===== src/rtl/frame_counter_pkg.sv =====
// Shared state encodings and run-mode constants for the frame counter.
package frame_counter_pkg;

    typedef enum logic [1:0] {
        IDLE = 2'd0,
        RUN  = 2'd1,
        DONE = 2'd2
    } stateT;

    localparam logic WRAP = 1'b0;
    localparam logic STOP = 1'b1;

endpackage


===== src/rtl/frame_counter_counter_tc.sv =====
// Loadable up-counter with an equality terminal-count flag; instanced for samples and frames.
module counter_tc #(
    parameter int W  = 8,
    parameter int IV = 0
) (
    input  logic         iCLK,
    input  logic         iRST,
    input  logic         iEN,
    input  logic         iCLR,
    input  logic         iLOAD,
    input  logic [W-1:0] iECV,
    output logic [W-1:0] oCNT,
    output logic         oTC
);

    localparam logic [W-1:0] IV_W = W'(IV);

    // Clear and load both return to IV and take priority over counting.
    always_ff @(posedge iCLK or posedge iRST) begin
        if (iRST) begin
            oCNT <= IV_W;
        end else if (iCLR || iLOAD) begin
            oCNT <= IV_W;
        end else if (iEN) begin
            oCNT <= oCNT + 1'b1;
        end
    end

    assign oTC = (oCNT == iECV);

endmodule


===== src/rtl/frame_counter.sv =====
// Two-level sample/frame counter with IDLE/RUN/DONE control and per-run latched end counts.
module frame_counter
    import frame_counter_pkg::*;
#(
    parameter int WL_IN  = 8,
    parameter int WL_OUT = 8,
    parameter int IV     = 0
) (
    input  logic              iCLK,
    input  logic              iRST,
    input  logic              iCLR,
    input  logic              iSTART,
    input  logic              iEN,
    input  logic              iMODE,
    input  logic [WL_IN-1:0]  iIN_ECV,
    input  logic [WL_OUT-1:0] iOUT_ECV,
    output logic [WL_IN-1:0]  oCNT_IN,
    output logic [WL_OUT-1:0] oCNT_OUT,
    output logic              oIN_TC,
    output logic              oOUT_TC,
    output logic              oBUSY,
    output logic              oDONE
);

    stateT             state;
    logic [WL_IN-1:0]  ecvIn;
    logic [WL_OUT-1:0] ecvOut;
    logic              mode;

    logic inHit, outHit, step, wrapIn, wrapOut, finalFrame;

    // A start or clear in the same cycle discards the count step.
    assign step       = (state == RUN) && iEN && !iSTART && !iCLR;
    assign wrapIn     = step && inHit;
    assign wrapOut    = wrapIn && outHit;
    assign finalFrame = wrapOut && (mode == STOP);

    counter_tc #(.W(WL_IN), .IV(IV)) innerCnt (
        .iCLK  (iCLK),
        .iRST  (iRST),
        .iEN   (step && !finalFrame),
        .iCLR  (iCLR),
        .iLOAD (iSTART || (wrapIn && !finalFrame)),
        .iECV  (ecvIn),
        .oCNT  (oCNT_IN),
        .oTC   (inHit)
    );

    counter_tc #(.W(WL_OUT), .IV(IV)) outerCnt (
        .iCLK  (iCLK),
        .iRST  (iRST),
        .iEN   (wrapIn && !finalFrame),
        .iCLR  (iCLR),
        .iLOAD (iSTART || (wrapOut && !finalFrame)),
        .iECV  (ecvOut),
        .oCNT  (oCNT_OUT),
        .oTC   (outHit)
    );

    always_ff @(posedge iCLK or posedge iRST) begin
        if (iRST) begin
            state   <= IDLE;
            ecvIn   <= '0;
            ecvOut  <= '0;
            mode    <= WRAP;
            oIN_TC  <= 1'b0;
            oOUT_TC <= 1'b0;
            oBUSY   <= 1'b0;
            oDONE   <= 1'b0;
        end else begin
            oIN_TC  <= wrapIn;
            oOUT_TC <= wrapOut;
            if (iSTART && !iCLR) begin
                ecvIn  <= iIN_ECV;
                ecvOut <= iOUT_ECV;
                mode   <= iMODE;
            end
            if (iCLR) begin
                state <= IDLE;
                oBUSY <= 1'b0;
                oDONE <= 1'b0;
            end else begin
                unique case (state)
                    IDLE: if (iSTART) begin
                        state <= RUN;
                        oBUSY <= 1'b1;
                    end
                    RUN: if (finalFrame) begin
                        state <= DONE;
                        oBUSY <= 1'b0;
                        oDONE <= 1'b1;
                    end
                    DONE: if (iSTART) begin
                        state <= RUN;
                        oBUSY <= 1'b1;
                        oDONE <= 1'b0;
                    end
                    default: begin
                        state <= IDLE;
                        oBUSY <= 1'b0;
                        oDONE <= 1'b0;
                    end
                endcase
            end
        end
    end

endmodule


===== config.mk =====
export PLATFORM = sky130hd
export DESIGN_NAME = frame_counter
export DESIGN_NICKNAME = d
export VERILOG_FILES = /design/src/rtl/frame_counter_pkg.sv /design/src/rtl/frame_counter_counter_tc.sv /design/src/rtl/frame_counter.sv
export SDC_FILE = /design/constraint.sdc
export NUM_CORES = 1
export LEC_CHECK = 0
export ABC_CLOCK_PERIOD_IN_PS = 2500
export BUFFER_PORTS_ARGS = -buffer_cell sky130_fd_sc_hd__buf_2
export CELL_PAD_IN_SITES_DETAIL_PLACEMENT = 0
export CELL_PAD_IN_SITES_GLOBAL_PLACEMENT = 1
export CORE_UTILIZATION = 42
export CTS_CLUSTER_SIZE = 25
export DETAILED_ROUTE_END_ITERATION = 10
export GPL_ROUTABILITY_DRIVEN = 0
export GPL_TIMING_DRIVEN = 1
export PLACE_DENSITY = 0.77
export SLEW_MARGIN = 15
export SYNTH_ARGS = -nofsm -noshare
export SYNTH_HDL_FRONTEND = slang
export SYNTH_SLANG_ARGS = --single-unit

===== constraint.sdc =====
create_clock -name iCLK -period 2.5 [get_ports iCLK]
set_input_delay 0.75 -clock iCLK [delete_from_list [all_inputs] [get_ports iCLK]]
set_output_delay 0.75 -clock iCLK [all_outputs]
set_load 0.05 [all_outputs]

After elaboration in Yosys (flattened, before gate mapping)

Cells that the tools add are included.

Register bits after elaboration: 39
Input bits: 22
Output and inout bits: 20
Word-level logic and storage cells: 59

Add/sub/neg operators: 2
Equality and inequality tests: 8
Multiplexer cells: 16
Reductions and logical operators: 23

Operators by type and width:

| cell                                                                     | number |
|---|---|
| 8-bit 2-to-1 mux                                                         | 4 |
| 8-bit by 1-bit adder with 8-bit output (second input constant)           | 2 |
| 8-bit equality test                                                      | 2 |
| 1-bit logical AND                                                        | 10 |
| 1-bit 2-to-1 mux                                                         | 6 |
| 2-bit 2-to-1 mux                                                         | 3 |
| 3-bit inequality test (second input constant)                            | 2 |
| 1-bit logical OR                                                         | 4 |
| 2-bit one-hot mux with 2 select lines                                    | 1 |
| 2-bit nonzero test                                                       | 2 |
| 1-bit zero test                                                          | 3 |
| 3-bit by 1-bit inequality test with 1-bit output (second input constant) | 1 |
| 1-bit one-hot mux with 3 select lines                                    | 1 |
| 3-bit AND reduction                                                      | 1 |
| 2-bit by 1-bit equality test with 1-bit output (second input constant)   | 1 |
| 2-bit equality test (second input constant)                              | 1 |
| 2-bit zero test                                                          | 1 |
| 2-bit inequality test (second input constant)                            | 1 |
| 1-bit one-hot mux with 2 select lines                                    | 1 |
| 2-bit AND reduction                                                      | 1 |
| 2-bit OR reduction                                                       | 1 |

Logic depth before layout (Yosys ltp)

Gate-level depths: netlist of run 1.

Word-level depth: 12
Gate-level depth with buffers: 9
Mapped depth without buffers: 6

Hierarchy

From an unflattened synthesis of run 1, not the netlist that was laid out.

Cell total of the unflattened synthesis: 160
Area, all modules: 1849.3 µm²

Modules (own cells, without submodules):

| module        | instances | cells an instance | area an instance (µm²) | seq. area each (µm²) |
|---|---|---|---|---|
| frame_counter | 1         | 64                | 925.9                  | 550.5 |
| counter_tc    | 2         | 48                | 461.7                  | 200.2 |

Least setup slack after synthesis of run 1

No wires, ideal clock.

Path type: register to register
Start: reg innerCnt.oCNT[3]
End: reg outerCnt.oCNT[3]
Library setup time: 0.122 ns
Data arrival time: 2.009 ns
Required time: 2.378 ns
Setup slack: 0.369 ns
Stages on the path, launching flop included: 6
Path buffers: 0
Period minus slack after synthesis: 2.131 ns
Path through: dfrtp_1 xnor2_1 nand4_1 or4_4 nand2b_4 a32o_1

Longest elaborated chain between the ends: 9
Elaborated cells on any way between the ends: 11
Those cells by class: eq/ne: 1; mux: 1; reduce/logical: 9

Ends and longest elaborated chain:

| what                                                          | RTL line                                 | RTL |
|---|---|---|
| from (decl)                                                   | frame_counter_counter_tc.sv:12           | `output logic [W-1:0] oCNT,` |
| from (signal assigned)                                        | frame_counter_counter_tc.sv:25           | `oCNT <= oCNT + 1'b1;` |
| 8-bit equality test *                                         | frame_counter_counter_tc.sv:29           | `assign oTC = (oCNT == iECV);` |
| 1-bit logical AND *                                           | frame_counter.sv:34                      | `assign wrapIn = step && inHit;` |
| 1-bit logical AND                                             | frame_counter.sv:35                      | `assign wrapOut = wrapIn && outHit;` |
| 1-bit logical AND                                             | frame_counter.sv:36                      | `assign finalFrame = wrapOut && (mode == STOP);` |
| 1-bit zero test                                               | frame_counter.sv:52, frame_counter.sv:54 |  |
| 1-bit logical AND                                             | frame_counter.sv:54                      | `.iLOAD (iSTART \|\| (wrapOut && !finalFrame)),` |
| 1-bit logical OR                                              | frame_counter.sv:54                      |  |
| 1-bit logical OR                                              | frame_counter_counter_tc.sv:22           | `end else if (iCLR \|\| iLOAD) begin` |
| 8-bit 2-to-1 mux / 2-bit nonzero test (equally long branches) | n/a                                      |  |
| to (signal assigned)                                          | frame_counter_counter_tc.sv:25           |  |
| to (decl)                                                     | frame_counter_counter_tc.sv:12           |  |

Every way passes the cells marked *; elsewhere a longest branch is shown, timed or not.
A chain may end at the register's enable or synchronous reset.

Worst setup path after layout of run 1

Start: in iCLR
End: reg innerCnt.oCNT[3]

Longest elaborated chain between the ends: 10
Elaborated cells on any way between the ends: 12
Those cells by class: mux: 1; reduce/logical: 11

Ends and longest elaborated chain:

| what                                                          | RTL line                                 | RTL |
|---|---|---|
| from (decl)                                                   | frame_counter.sv:11                      | `input logic iCLR,` |
| 1-bit zero test                                               | frame_counter.sv:33                      | `assign step = (state == RUN) && iEN && !iSTART && !iCLR;` |
| 1-bit logical AND                                             | frame_counter.sv:33                      |  |
| 1-bit logical AND                                             | frame_counter.sv:34                      |  |
| 1-bit logical AND                                             | frame_counter.sv:35                      |  |
| 1-bit logical AND                                             | frame_counter.sv:36                      |  |
| 1-bit zero test                                               | frame_counter.sv:41, frame_counter.sv:43 |  |
| 1-bit logical AND                                             | frame_counter.sv:43                      | `.iLOAD (iSTART \|\| (wrapIn && !finalFrame)),` |
| 1-bit logical OR                                              | frame_counter.sv:43                      |  |
| 1-bit logical OR                                              | frame_counter_counter_tc.sv:22           |  |
| 8-bit 2-to-1 mux / 2-bit nonzero test (equally long branches) | n/a                                      |  |

Several ways; a longest one is shown, not always the timed one.

==> flow_summary.toml, run 1 <==
[clocking]
clock_sinks = 38
post_cts_buffers = 0
cts_tree = "built"
post_cts_resized = 0
insertion_delay_ps = 290
numCtsBuffers = 5
root_buffer = "clkbuf_8"
clk_pin_slew_worst_paths_ps = 80
cts-hold-fix-buffers = 0
clk_path_buf_depth = 2
ctsHtreeMaxLevel = 2

[global_routing]
gr-total-overflow = 0
grt_pass1_wl_um = 7080
gr-usage-all-layers_pct = 18.4
antenna_found_initial = 0
grt_pass1_vias = 1453
grt_max_degree = 39

[setup_path]
path_class = "in -> reg"
slowest_delay_ps = 410
endpoint_kind = "flip-flop"
startpoint_type = "input port"
required_ps = 2710
cp_data_arrival_time_ps = 2310
crit_path_top_delay_cell = "nor4_4"
path_cells = "buf_2 -> nor2_8 -> nand3_4 -> nor4_4 -> nand3_1 -> a31o_2 -> a21oi_1"
cp_max_fo = 10
rr_worst_depth = 6

[layout]
layout_common_cells = "41 x buf_2, 38 x dfrtp_1, 18 x xnor2_1"
drive_gt1_share_pct = 34.2
num-nets-final = 248
antenna_cells = 0
area_growth_syn_to_layout_pct = 18.0
layout_commonest_cell = "buf_2"
nFillCells = 402

[sta]
hold_viol_final = 0
tightest_slew_ps = 467
finClkSkew_ps = 10.2
fin_crit_ps = 2100
relSlewSlack_pct = 68.9
setup_viol = 0
fmax_ghz = 0.476
layout_setup_ws_ps = 399
fin_setup_tns_ps = 0
fin_crit_sh_pct = 84.0
report.final.slew_viol_count = 0
rsz0062_at_grt = "false"

[synthesis]
synthCells = 178
synthAdderAreaFrac_pct = 1.27
synth-seq-area-share_pct = 48.4
syn_area_um2 = 1960
ys_warn_count = 0
synth_top_cell_by_area = "dfrtp_1"
ys_seq_elements = 38
synth-compound-area-share_pct = 9.05
ys_top_cells_by_area = "dfrtp_1 48%, mux2_2 9.2%, xnor2_1 8.0%, nand4_1 3.2%, nand2_1 2.9%"
syn-mean-instance-area_um2 = 11.0
synth-simple-area-share_pct = 18.9
synth_nets = 202
synth.distinct_cells = 40
yosys-mux-area-fraction_pct = 9.69
synth-xor-area-share_pct = 9.37
synth_top_area_share_pct = 48.4
synth_top_family_by_area = "simple AND/OR/NAND/NOR gates"

[floorplan]
row_count = 24
die-area_um2 = 4950
fp.dieW_um = 70.4
die_y_um = 70.4
core_area_um2 = 4410
ios = 42
start_util_pct = 44.5

[route]
wl_per_cell_um = 15.2
antenna_left = 0
wl_um = 4220
vias_per_cell = 5.44
route.detailed.drc = 0
drt-initial-drc-count = 84
dr_total_vias = 1506
firstDrtPassIters = 4

[run_status]
outcome = "finished, final reports clean"

[power]
power_leakage_nw = 1.06
power_density_nw_per_um2 = 550
peakVddDrop_mv = 0.481

[flow_run]
timing.max_cap.violations = 0

[place]
port_buffers = 41
dp_hpwl_um = 3150
place_ws_ps = 130

[min_path]
whs_path_depth = 2
hp-class = "reg -> reg"
==> metrics by stage <==
stage | hold slack [ps] | instances | utilization (%) | cell area, um^2 | power [W]
2_1_floorplan | 497 | 178 | - | 1960 | 0.000805
6_report | 526 | 277 | 52.5 | 2320 | 0.00127
5_1_grt | 557 | 277 | 52.5 | 2320 | 0.00133
4_1_cts | 540 | 277 | 52.5 | 2320 | 0.00128
3_3_place_gp | 490 | 269 | 50.4 | 2230 | 0.000847
3_5_place_dp | 521 | 269 | 50.4 | 2230 | 0.000855
==> cell type report <==
type | instances | area, um^2 | share of cell area (%)
Multi-Input combinational cell | 128 | 948 | 40.9
Clock buffer | 7 | 86.3 | 3.73
Tap cell | 52 | 65.1 | 2.81
Timing Repair Buffer | 46 | 243 | 10.5
Clock inverter | 1 | 5.00 | 0.216
Inverter | 5 | 18.8 | 0.810
Sequential cell | 38 | 951 | 41.0
==> cell usage after synthesis <==
library cell / n
dfrtp_1: 38
xnor2_1: 18
mux2_2: 16
nand2_1: 15
nand4_1: 10
nor2_1: 9
o21ai_0: 7
a21oi_1: 5
inv_1: 5
nand3_1: 5
nor3_1: 5
or3_1: 5
a32o_1: 3
buf_2: 3
xor2_1: 3
a31o_2: 2
and3_1: 2
buf_4: 2
ha_1: 2
nand3b_1: 2
nor2b_1: 2
a21boi_0: 1
a21o_1: 1
a22oi_1: 1
a31oi_1: 1
and2b_1: 1
buf_6: 1
clkbuf_1: 1
mux2i_1: 1
nand2b_4: 1
nand3_4: 1
nor2_8: 1
nor4_1: 1
nor4_4: 1
o211a_1: 1
o211ai_1: 1
o21ai_1: 1
o21ba_2: 1
o31a_1: 1
or4_4: 1
==> power breakdown <==
| part | leakage [nW] | total (W) | switching, W | internal, W |
|---|---|---|---|---|
| clock | 0.0482 | 0.000436 | 0.000213 | 0.000223 |
| sequential | 0.492 | 0.000688 | 0.0000314 | 0.000657 |
| combinational | 0.515 | 0.000151 | 0.0000707 | 0.0000798 |
==> flip-flops by register name (all words and copies together), names as in the netlist <==
| register | flops |
|---|---|
| ecvIn | 8 |
| state | 2 |
| oOUT_TC | 1 |
| ecvOut | 8 |
| oDONE | 1 |
| oIN_TC | 1 |
| mode | 1 |
| innerCnt.oCNT | 8 |
| outerCnt.oCNT | 8 |
==> worst paths after layout <==
path	end	start	slack (ps)
worst max register to register	innerCnt.oCNT[3]$_DFFE_PP0P_	innerCnt.oCNT[3]$_DFFE_PP0P_	460
max in group asynchronous	state[1]$_DFFE_PP0P_	iRST	1610
worst min-delay path	oDONE$_DFFE_PP0P_	oDONE$_DFFE_PP0P_	530
worst max-delay path	innerCnt.oCNT[3]$_DFFE_PP0P_	iCLR	400
min in group asynchronous	outerCnt.oCNT[7]$_DFFE_PP0P_	iRST	560
worst min register to register	oDONE$_DFFE_PP0P_	oDONE$_DFFE_PP0P_	530
==> layer usage <==
layer  GRT usage [%]  vias to the layer above  part of all wire, %
met1            27.2                      737                   48
li1                -                      725                    -
met5               0                        -                    0
met3            3.75                        4                  4.5
met4            6.44                        0                 0.64
met2            26.5                       40                   47
==> worst max-delay path, delay by kind of cell <==
family | cells | cell delay, ps
compound gates | 2 | 420
buf+inv | 1 | 160
simple gates | 4 | 990
==> cell families (layout without fill, tap and decap cells) <==
| kind of cell | Yosys count | after routing |
|---|---|---|
| compound gates | 26 | 26 |
| xor+xnor | 21 | 21 |
| fa+ha+maj | 2 | 2 |
| buf+inv | 12 | 59 |
| flops | 38 | 38 |
| mux | 17 | 17 |
| simple gates | 62 | 62 |
Note: power is estimated with default switching activity, not from simulation.
==> inputs of run 2 (changes only) <==
--- a/config.mk
+++ b/config.mk
@@ -5,7 +5,7 @@
 export SDC_FILE = /design/constraint.sdc
 export NUM_CORES = 1
 export LEC_CHECK = 0
-export ABC_CLOCK_PERIOD_IN_PS = 2500
+export ABC_CLOCK_PERIOD_IN_PS = 2050
 export BUFFER_PORTS_ARGS = -buffer_cell sky130_fd_sc_hd__buf_2
 export CELL_PAD_IN_SITES_DETAIL_PLACEMENT = 0
 export CELL_PAD_IN_SITES_GLOBAL_PLACEMENT = 1
==> constraint.sdc (replaced) <==
create_clock -name iCLK -period 2.05 [get_ports iCLK]
set_input_delay 0.615 -clock iCLK [delete_from_list [all_inputs] [get_ports iCLK]]
set_output_delay 0.615 -clock iCLK [all_outputs]
set_load 0.05 [all_outputs]
==> run 2 against run 1 <==
Against the previous run: via count up 4.9%; total power up 29%; non-clock buffer count up 15; count of clock-buffer cells in the layout up 1; first-iteration DRC count up 25%; sequential power up 22%; cell count up 5.4%; core utilization up 3.6 points; critical path type is now reg -> reg; critical endpoint is now outerCnt.oCNT[2]$_DFFE_PP0P_; largest cell class unchanged.
==> flow_summary.toml, run 2 (synthesis gave the netlist of run 1 again) <==
[global_routing]
grt_pass1_vias = 1594
gr-usage-all-layers_pct = 19.7
gr-total-overflow = 0
grt_max_degree = 39
grt_pass1_wl_um = 7620
antenna_found_initial = 0

[clocking]
clk_pin_slew_worst_paths_ps = 80
clk_path_buf_depth = 2
cts_tree = "built"
root_buffer = "clkbuf_8"
insertion_delay_ps = 290
ctsHtreeMaxLevel = 2
numCtsBuffers = 5
clock_sinks = 38

[route]
antenna_left = 0
wl_per_cell_um = 15.0
vias_per_cell = 5.41
dr_total_vias = 1580
route.detailed.drc = 0
wl_um = 4380
drt-initial-drc-count = 105
firstDrtPassIters = 4

[sta]
rsz0062_at_grt = "false"
fin_crit_sh_pct = 92.7
fin_setup_tns_ps = 0
setup_viol = 0
finClkSkew_ps = 7.32
report.final.slew_viol_count = 0
holdWs_ps = 438
fin_crit_ps = 1900
relSlewSlack_pct = 67.5
tightest_slew_ps = 487
hold_viol_final = 0
fmax_ghz = 0.526

[setup_path]
cp_max_fo = 5
slowest_delay_ps = 550
cp_data_arrival_time_ps = 2070
path_class = "reg -> reg"
startpoint_type = "flip-flop"
path_cells = "and2b_1 -> nand3_4 -> or4_4 -> nand2b_4 -> a32o_1"
endpoint_kind = "flip-flop"
required_ps = 2220
crit_path_top_delay_cell = "or4_4"

[power]
peakVddDrop_mv = 0.414
power_leakage_nw = 1.13
power_density_nw_per_um2 = 662

[floorplan]
row_count = 24
die_y_um = 70.4
core_area_um2 = 4410
die-area_um2 = 4950
start_util_pct = 44.5
ios = 42
fp.dieW_um = 70.4

[place]
dp_hpwl_um = 3290
port_buffers = 41
dpl_cell_area_um2 = 2360

[layout]
layout_commonest_cell = "buf_2"
antenna_cells = 0
final_area_um2 = 2480
drive_gt1_share_pct = 43.3
num-nets-final = 263
area_growth_syn_to_layout_pct = 26.2
layout_common_cells = "41 x buf_2, 28 x dfrtp_1, 19 x buf_4"

[run_status]
outcome = "finished, final reports clean"

[flow_run]
timing.max_cap.violations = 0

[min_path]
hp-class = "in -> async"
==> run 2: final timing paths <==
| kind | startpoint | endpoint | slack [ps] | cells after the start |
|---|---|---|---|---|
| max | state[1]$_DFFE_PP0P_ | outerCnt.oCNT[2]$_DFFE_PP0P_ | 150 | 5 |
| min | iRST | innerCnt.oCNT[4]$_DFFE_PP0P_ | 440 | 3 |
| max reg2reg | state[1]$_DFFE_PP0P_ | outerCnt.oCNT[2]$_DFFE_PP0P_ | 150 | 5 |
| min reg2reg | oDONE$_DFFE_PP0P_ | oDONE$_DFFE_PP0P_ | 510 | 2 |
| max in group asynchronous | iRST | outerCnt.oCNT[6]$_DFFE_PP0P_ | 1250 | 3 |
| min in group iCLK | oDONE$_DFFE_PP0P_ | oDONE$_DFFE_PP0P_ | 510 | 2 |
==> run 2: critical path: cells and delay by family, from the launching register on <==
kind            cells  cell delay, ps
simple gates        4            1110
compound gates      1             270
flops               1             400
==> run 2: what timing repair did <==
action                                  4_1_cts  5_1_grt
gates resized for setup                       0        1
setup buffers                                 0        1
hold buffers                                  0        0
endpoints found under the setup margin        0       11
==> run 2: through the flow <==
step                      util [%]  worst slack [ps]  total power (W)  std cells
after global placement        53.4             -11.2          0.00104        283
final                         56.1               150          0.00164        292
after global routing          56.1              8.84          0.00173        292
after CTS                     55.9              87.9          0.00166        291
after floorplan                  -             0.477         0.000982        178
after detailed placement      53.4             -51.1          0.00106        283
==> run 2: per-layer routing <==
metal  global-route usage, %  share of wire, %  vias up
li1                        -                 -      755
met1                    27.5                48      773
met2                    29.0                46       48
met3                    5.34               4.6        4
met4                    7.33              0.71        0
met5                       0                 0        -
==> run 2: final cells by class <==
class,instances,area (um^2)
Timing Repair Buffer,61,368
Tap cell,52,65.1
Sequential cell,38,963
Fill cell,389,1940
Inverter,5,18.8
Clock buffer,8,110
Multi-Input combinational cell,128,952
==> run 2: power by group <==
part / total, W / switching [W] / internal, W
Clock: 0.000601 / 0.000262 / 0.000340
Sequential: 0.000841 / 0.0000405 / 0.000801
Combinational: 0.000198 / 0.0000896 / 0.000108
Total: 0.00164 / 0.000392 / 0.00125
==> inputs of run 3 (changes only) <==
--- a/config.mk
+++ b/config.mk
@@ -6,7 +6,7 @@
 export NUM_CORES = 1
 export LEC_CHECK = 0
 export ABC_CLOCK_PERIOD_IN_PS = 2050
-export BUFFER_PORTS_ARGS = -buffer_cell sky130_fd_sc_hd__buf_2
+export BUFFER_PORTS_ARGS = -buffer_cell sky130_fd_sc_hd__buf_4
 export CELL_PAD_IN_SITES_DETAIL_PLACEMENT = 0
 export CELL_PAD_IN_SITES_GLOBAL_PLACEMENT = 1
 export CORE_UTILIZATION = 42
==> run 3 against run 2 <==
Against the previous run: wire length up 0.11%; fmax down 2.9%; critical path depth unchanged; via count up 0.51%; count of clock-buffer cells in the layout down 3; critical path type unchanged; highest routed layer unchanged.
==> flow_summary.toml, run 3 (synthesis gave the netlist of run 1 again) <==
[power]
peakVddDrop_mv = 0.441
switching_share_pct = 23.8
power_density_nw_per_um2 = 649
share_clk_of_total_power_pct = 37.4
p_int_w = 0.00128
p_comb_share_pct = 12.5
power.switching_w = 0.000399
seqPwrFrac_pct = 50.1
power_leakage_nw = 1.14

[layout]
nFillCells = 379
drive_gt1_share_pct = 43.8
layout_common_cells = "60 x buf_4, 28 x dfrtp_1, 17 x xnor2_1"
final_area_um2 = 2590
antenna_cells = 0
layout_commonest_cell = "buf_4"
num-nets-final = 263
area_growth_syn_to_layout_pct = 31.7

[clocking]
clk_path_buf_depth = 2
numCtsBuffers = 5
root_buffer = "clkbuf_8"
cts_tree = "built"
clk_pin_slew_worst_paths_ps = 80
cts-hold-fix-buffers = 0
ctsHtreeMaxLevel = 2
insertion_delay_ps = 290
clock_sinks = 38

[setup_path]
path_class = "reg -> reg"
slowest_delay_ps = 590
r2r_start = "innerCnt.oCNT[7]$_DFFE_PP0P_"
r2r_setup_slack_ps = 90
path_cells = "xnor2_1 -> nand4_1 -> or4_4 -> nand2b_4 -> a32o_1"
required_ps = 2230
endpoint_kind = "flip-flop"
r2r_end = "outerCnt.oCNT[2]$_DFFE_PP0P_"
cp_data_arrival_time_ps = 2130
rr_worst_depth = 5
cp_max_fo = 5
startpoint_type = "flip-flop"
crit_path_top_delay_cell = "or4_4"

[global_routing]
gr-total-overflow = 0
gr-usage-all-layers_pct = 19.4
grt_max_degree = 39
antenna_found_initial = 0
grt_pass1_wl_um = 7560
grt_pass1_vias = 1598

[route]
dr_total_vias = 1588
vias_per_cell = 5.44
route.detailed.drc = 0
wl_um = 4390
firstDrtPassIters = 4
wl_per_cell_um = 15.0
drt-initial-drc-count = 89
antenna_left = 0

[min_path]
hp-class = "in -> async"

[sta]
relSlewSlack_pct = 68.6
finClkSkew_ps = 6.02
hold_viol_final = 0
fin_crit_sh_pct = 95.5
tightest_slew_ps = 471
fmax_ghz = 0.511
report.final.slew_viol_count = 0
fin_setup_tns_ps = 0
fin_crit_ps = 1960
rsz0062_at_grt = "false"
setup_viol = 0

[floorplan]
die_y_um = 70.4
ios = 42
core_area_um2 = 4410
row_count = 24
die-area_um2 = 4950
start_util_pct = 44.5
fp.dieW_um = 70.4

[run_status]
outcome = "finished, final reports clean"

[place]
port_buffers = 41
dpl_cell_area_um2 = 2470
dp_hpwl_um = 3330

[flow_run]
timing.max_cap.violations = 0
==> run 3: cell count changes in the layout (fill, tap and decap cells not counted), sizes merged <==
cell and delta:
clkbuf -3, bufinv +1, clkinv +2
==> run 3: worst max-delay path: cells and delay by family, from the launching register on <==
kind / cells / cell delay (ps)
DFF: 1 / 440
xor gates and xnor gates: 1 / 170
AOI/OAI and AO/OA: 1 / 260
and+or+nand+nor: 3 / 960
==> run 3: power groups by stage <==
stage               clock [W]  sequential [W]  combinational [W]
floorplan                   0        0.000850           0.000132
global placement            0        0.000854           0.000206
detailed placement          0        0.000856           0.000212
CTS                  0.000650        0.000841           0.000214
global route         0.000675        0.000848           0.000232
finish               0.000627        0.000840           0.000210
==> run 3: timing repair <==
item | CTS | global route
buffers inserted | 0 | 0
endpoints found under the hold margin | 0 | 0
gates resized for setup | 0 | 2
endpoints found under the setup margin | 0 | 3
==> run 3: worst max path at each step <==
stage | from | end | cells after the start
after floorplan | outerCnt.oCNT[3]$_DFFE_PP0P_ | innerCnt.oCNT[7]$_DFFE_PP0P_ | 8
after global placement | iCLR | outerCnt.oCNT[2]$_DFFE_PP0P_ | 6
after detailed placement | iCLR | outerCnt.oCNT[2]$_DFFE_PP0P_ | 6
after CTS | innerCnt.oCNT[7]$_DFFE_PP0P_ | outerCnt.oCNT[2]$_DFFE_PP0P_ | 5
after global routing | innerCnt.oCNT[5]$_DFFE_PP0P_ | innerCnt.oCNT[2]$_DFFE_PP0P_ | 6
final | innerCnt.oCNT[7]$_DFFE_PP0P_ | outerCnt.oCNT[2]$_DFFE_PP0P_ | 5
==> run 3: final cells by class <==
class                      instances  area [um^2]  share of cell area, %
clock inverter                     3         40.0                   1.55
sequential                        38          963                   37.3
inverter                           5         18.8                  0.726
clock buffer                       5         68.8                   2.66
timing repair buffer              61          470                   18.2
tap                               52         65.1                   2.52
multi-input combinational        128          960                   37.1
==> run 3: through the flow <==
| stage | setup WS (ps) | util [%] | std cells | power [W] | hold WS, ps |
|---|---|---|---|---|---|
| after floorplan | 0.477 | - | 178 | 0.000982 | 497 |
| after global placement | 0.229 | 55.9 | 284 | 0.00106 | 498 |
| after detailed placement | -49.7 | 55.9 | 284 | 0.00107 | 501 |
| after CTS | 68.9 | 58.3 | 292 | 0.00170 | 454 |
| after global routing | 12.0 | 58.6 | 292 | 0.00175 | 488 |
| final | 93.1 | 58.6 | 292 | 0.00168 | 436 |
==> run 3: metal layers <==
metal / GRT usage (%) / share of wire [%] / vias up
li1: - / - / 761
met1: 26.4 / 46 / 775
met2: 29.7 / 47 / 43
met3: 4.76 / 5.0 / 9
met4: 7.56 / 1.8 / 0
met5: 0 / 0 / -
